File: src/rtl/multi_debounce.sv
// Multi-channel button debouncer: per-channel synchroniser, debounce FSM,
// registered press/release pulses and optional long-press detection.

module multi_debounce_ch #(
    parameter int CW              = 3,
    parameter int DEBOUNCE_CYCLES = 8,
    parameter int LONG_CYCLES     = 0
) (
    input  logic clk,
    input  logic reset,
    input  logic s,
    output logic level,
    output logic press_pulse,
    output logic release_pulse,
    output logic long_pulse,
    output logic event_nxt
);
    typedef enum logic [1:0] {IDLE, WAIT_HIGH, HIGH, WAIT_LOW} state_t;

    localparam logic [CW-1:0] D_TERM = CW'(DEBOUNCE_CYCLES - 1);

    state_t        state, state_nxt;
    logic [CW-1:0] cnt, cnt_nxt;
    logic          level_nxt, press_nxt, rel_nxt;

    always_ff @(posedge clk or posedge reset) begin
        if (reset) begin
            state         <= IDLE;
            cnt           <= '0;
            level         <= 1'b0;
            press_pulse   <= 1'b0;
            release_pulse <= 1'b0;
        end else begin
            state         <= state_nxt;
            cnt           <= cnt_nxt;
            level         <= level_nxt;
            press_pulse   <= press_nxt;
            release_pulse <= rel_nxt;
        end
    end

    always_comb begin
        state_nxt = state;
        cnt_nxt   = cnt;
        level_nxt = level;
        press_nxt = 1'b0;
        rel_nxt   = 1'b0;
        case (state)
            IDLE: if (s) begin
                state_nxt = WAIT_HIGH;
                cnt_nxt   = '0;
            end
            WAIT_HIGH: begin
                if (!s) begin
                    state_nxt = IDLE;
                end else if (cnt == D_TERM) begin
                    state_nxt = HIGH;
                    level_nxt = 1'b1;
                    press_nxt = 1'b1;
                end else begin
                    cnt_nxt = cnt + CW'(1);
                end
            end
            HIGH: if (!s) begin
                state_nxt = WAIT_LOW;
                cnt_nxt   = '0;
            end
            WAIT_LOW: begin
                // bounce back to 1 returns to HIGH silently
                if (s) begin
                    state_nxt = HIGH;
                end else if (cnt == D_TERM) begin
                    state_nxt = IDLE;
                    level_nxt = 1'b0;
                    rel_nxt   = 1'b1;
                end else begin
                    cnt_nxt = cnt + CW'(1);
                end
            end
            default: state_nxt = IDLE;
        endcase
    end

    assign event_nxt = press_nxt | rel_nxt;

    generate
        if (LONG_CYCLES > 0) begin : g_long
            localparam logic [CW-1:0] L_TERM = CW'(LONG_CYCLES - 1);
            logic [CW-1:0] hold;
            logic          done, held, fire;

            assign held = (state == HIGH) || (state == WAIT_LOW);
            // never fire on the release edge so pulses stay mutually exclusive
            assign fire = held && (state_nxt != IDLE) && (hold == L_TERM) && !done;

            always_ff @(posedge clk or posedge reset) begin
                if (reset) begin
                    hold       <= '0;
                    done       <= 1'b0;
                    long_pulse <= 1'b0;
                end else begin
                    long_pulse <= fire;
                    if (press_nxt || state_nxt == IDLE) begin
                        hold <= '0;
                        done <= 1'b0;
                    end else if (held) begin
                        if (hold != L_TERM) hold <= hold + CW'(1);
                        if (fire) done <= 1'b1;
                    end
                end
            end
        end else begin : g_no_long
            assign long_pulse = 1'b0;
        end
    endgenerate
endmodule

module multi_debounce #(
    parameter int                NUM_CH          = 4,
    parameter int                DEBOUNCE_CYCLES = 2000000,
    parameter int                LONG_CYCLES     = 100000000,
    parameter logic [NUM_CH-1:0] ACTIVE_LOW      = '0
) (
    input  logic              clk,
    input  logic              reset,
    input  logic [NUM_CH-1:0] button,
    output logic [NUM_CH-1:0] level,
    output logic [NUM_CH-1:0] press_pulse,
    output logic [NUM_CH-1:0] release_pulse,
    output logic [NUM_CH-1:0] long_pulse,
    output logic              any_event
);
    localparam int MAXC = (DEBOUNCE_CYCLES > LONG_CYCLES) ? DEBOUNCE_CYCLES : LONG_CYCLES;
    localparam int CW   = $clog2((MAXC > 2) ? MAXC : 2);

    logic [NUM_CH-1:0] sync1, sync2, event_nxt;

    always_ff @(posedge clk or posedge reset) begin
        if (reset) begin
            sync1     <= '0;
            sync2     <= '0;
            any_event <= 1'b0;
        end else begin
            sync1     <= button ^ ACTIVE_LOW;
            sync2     <= sync1;
            any_event <= |event_nxt;
        end
    end

    multi_debounce_ch #(
        .CW              (CW),
        .DEBOUNCE_CYCLES (DEBOUNCE_CYCLES),
        .LONG_CYCLES     (LONG_CYCLES)
    ) u_ch [NUM_CH-1:0] (
        .clk           (clk),
        .reset         (reset),
        .s             (sync2),
        .level         (level),
        .press_pulse   (press_pulse),
        .release_pulse (release_pulse),
        .long_pulse    (long_pulse),
        .event_nxt     (event_nxt)
    );
endmodule
File: config.mk
export PLATFORM = sky130hd
export DESIGN_NAME = multi_debounce
export DESIGN_NICKNAME = d
export VERILOG_FILES = /design/src/rtl/multi_debounce.sv
export SDC_FILE = /design/constraint.sdc
export NUM_CORES = 1
export LEC_CHECK = 0
export ABC_AREA = 1
export CORE_MARGIN = 2
export CORE_UTILIZATION = 49
export CTS_BUF_LIST = sky130_fd_sc_hd__clkbuf_4
export CTS_CLUSTER_SIZE = 24
export DETAILED_ROUTE_END_ITERATION = 8
export HOLD_SLACK_MARGIN = 0.1
export PLACE_DENSITY = 0.69
export SYNTH_ARGS = -nofsm -noshare
export SYNTH_HDL_FRONTEND = slang
export SYNTH_SLANG_ARGS = --single-unit
export TNS_END_PERCENT = 50
File: constraint.sdc
create_clock -name clk -period 30.6 [get_ports clk]
set_clock_uncertainty 0.15 [all_clocks]
set_input_delay 9.18 -clock clk [delete_from_list [all_inputs] [get_ports clk]]
set_output_delay 9.18 -clock clk [all_outputs]
set_load 0.01 [all_outputs]
==> impl_metrics.tcl <==
set metrics [dict create \
    first_iter_violations 1136 \
    drive_above_1_share_pct 6.49 \
    final_common_cell "nand2_1" \
    cts_resized 0 \
    wire_per_inst_um 13.3 \
    syn_inst 2614 \
    num_vias 16400 \
    reg2regPathDepth 9 \
    p_clk_share_pct 46.2 \
    cts_hold_buf 0 \
    io_buffers 22 \
    max_slew_margin_pct 37.7 \
    ys.flop_type "dfrtp_1" \
    globalplace.congestion 0.947 \
    yosysSeqAreaShare_pct 37.1 \
    dieArea_sq_mm 0.0363 \
    grt_pass1_vias 15500 \
    synth_edf_count 0 \
    power_density_mw_per_mm2 37.3 \
    hold_violations 0 \
    p_leak_nw 7.98 \
    clock_latency_ns 0.73 \
    start_kind "primary input" \
    cts_sinks 253 \
    clkTransAtPathRegs_ns 0.06 \
    post_cts_buffers 0 \
    n_fill_cell 3445 \
    setup_ws_ns 19.06 \
    syn_nets 2628 \
    seq_power_share_pct 50.2 \
    root_buffer "clkbuf_4" \
    required_ns 31.13 \
    pwr-share-comb_pct 3.5 \
    worst_pin_slew_ns 0.935 \
    yosysWarnings 0 \
    drc 0 \
    hold_path_class "flip-flop to flip-flop" \
    start_util_pct 49.6 \
    clk_path_buf_depth 3 \
    cp-end-kind "asynchronous set/reset pin" \
    io_pins 23 \
    viasPerCell 5.24 \
    outcome "completed" \
    syn2layout_area_growth_pct 6.74 \
    power.share.switching_pct 25.0 \
    first_pass_iters 6 \
    die_w_um 191 \
    cp_max_fo 113 \
    power_uw 679 \
    nets 2647 \
    htree_levels 3 \
    core_area_sq_mm 0.0344 \
    wl_mm 41.6 \
    vdd_drop_max_v 0.0000273 \
    gr-total-overflow 0 \
    ys_ff_latch 253 \
    fin_crit_sh_pct 37.7 \
    setup_viol_count_final 0 \
    synth_area_per_cell_sq_um 6.52 \
    fmax_mhz 86.7 \
    synth_cell_type_count 45 \
    maxCapViolCount 0 \
    grt_max_degree 114 \
    postSynth.asyncResetShare_pct 100 \
    period_needed_ns 11.54 \
    cts_tree "built" \
    grt_pass1_wl_mm 72.1 \
    antenna_found_initial 1 \
    cts_made_buffers 72 \
    p_switching_uw 170 \
    grt_setup_unrepaired "no" \
    most-common-layout-cells "nand2_1, nor2_1, inv_1" \
    post-route-util_pct 53.0 \
    ant_nets 0 \
    cell_internal_pwr_uw 509 \
    setup_tns_ns 0 \
    critPathKind "primary input to asynchronous set/reset pin" \
    crit_arrival_ns 12.07 \
    pre_cts_ws_ns 18.15 \
    rows 68 \
    grtUsageTotal_pct 23.8 \
    die_h_um 191 \
    hold_depth 0 \
    netlist_area_sq_mm 0.0171 \
    hpwl_mm 29.4 \
    finalMaxSlewViolations 0 \
]
==> power by group through the flow <==
stage | sequential [mW] | combinational, mW | clock, mW
floorplan | 0.346 | 0.0199 | 0
global placement | 0.347 | 0.0242 | 0
detailed placement | 0.347 | 0.0248 | 0
CTS | 0.341 | 0.0249 | 0.327
global route | 0.341 | 0.0279 | 0.344
finish | 0.341 | 0.0241 | 0.314
==> kinds of logic after synthesis <==
logic type,after synthesis,synth area share [%]
AND/OR/NAND/NOR,1754,43.9
buffers and inverters,378,10.0
flip-flops,253,37.1
AO/OA/AOI/OAI,179,6.19
XOR/XNOR,42,2.16
adder cells (fa/ha/maj),8,0.587
==> Yosys cell counts (3+ instances only) <==
library cell,instances,share of area (%)
nand2_1,822,18
nor2_1,489,11
ha_1,8,0.59
buf_6,19,1.3
inv_2,11,0.24
inv_1,281,6.2
o31ai_1,9,0.40
nor2_2,8,0.29
nor3_1,42,1.2
xnor2_1,6,0.31
dfrtp_1,253,37
nand3b_1,3,0.13
a21oi_1,14,0.41
nand2_2,12,0.44
clkbuf_1,4,0.088
o21ai_1,23,0.67
nand3_2,7,0.41
a21o_1,5,0.22
xor2_1,36,1.8
buf_1,4,0.088
buf_2,27,0.79
nor2_4,5,0.33
o21bai_1,32,1.4
o21ai_0,89,2.6
buf_4,29,1.3
nand3_1,224,6.6
nand4_1,130,4.8
==> path summary, 6_finish.rpt <==
check                                 start                     end  slack (ns)
max in group clk              u_ch[1].level                level[1]       19.69
hold / removal                     sync1[1]                sync2[1]        0.20
setup reg to reg           u_ch[2].state[0]     u_ch[2].g_long.done       27.57
min in group asynchronous             reset  u_ch[0].g_long.hold[4]        8.85
hold reg to reg                    sync1[1]                sync2[1]        0.20
setup / recovery                      reset         u_ch[3].cnt[25]       19.06
==> worst max-delay path, stage by stage <==
cell,delay (ns)
clkdlybuf4s50_1,0.49
inv_8,0.57
buf_4,0.80
buf_4,0.86
==> layout make-up <==
type                    instances  area, sq um  share of cell area [%]
diodes                          2         5.00                  0.0275
inverters                     294         1120                    6.13
clock inverters                22          143                   0.784
multi-input cells            1983         9020                    49.5
well taps                     455          569                    3.13
clock buffers                 100          751                    4.12
repair buffers                 29          273                    1.50
flip-flops and latches        253         6330                    34.8
==> flip-flops by register name, indices dropped and copies added, names as in the netlist <==
register	flops
u_ch.cnt	108
u_ch.g_long.hold	108
u_ch.state	8
sync1	4
sync2	4
u_ch.g_long.done	4
u_ch.level	4
u_ch.long_pulse	4
u_ch.press_pulse	4
u_ch.release_pulse	4
any_event	1
==> layer usage <==
metal	vias to the layer above	wire (um)	GRT usage, %	share of wire, %
li1	8386	-	-	-
met1	7607	19300	31.4	46
met2	372	19400	39.3	46
met3	84	1960	4.16	4.7
met4	0	964	8.23	2.3
met5	-	0	0	0
==> per-stage QoR <==
stage | area (sq um) | cells | hold slack [ns]
finish | 18200 | 3138 | 0.201
global route | 18200 | 3138 | 0.204
CTS | 18200 | 3136 | 0.202
detailed placement | 17300 | 3014 | 0.188
global placement | 17300 | 3014 | 0.189
floorplan | 17100 | 2614 | 0.181
(Power assumes the default switching activity.)
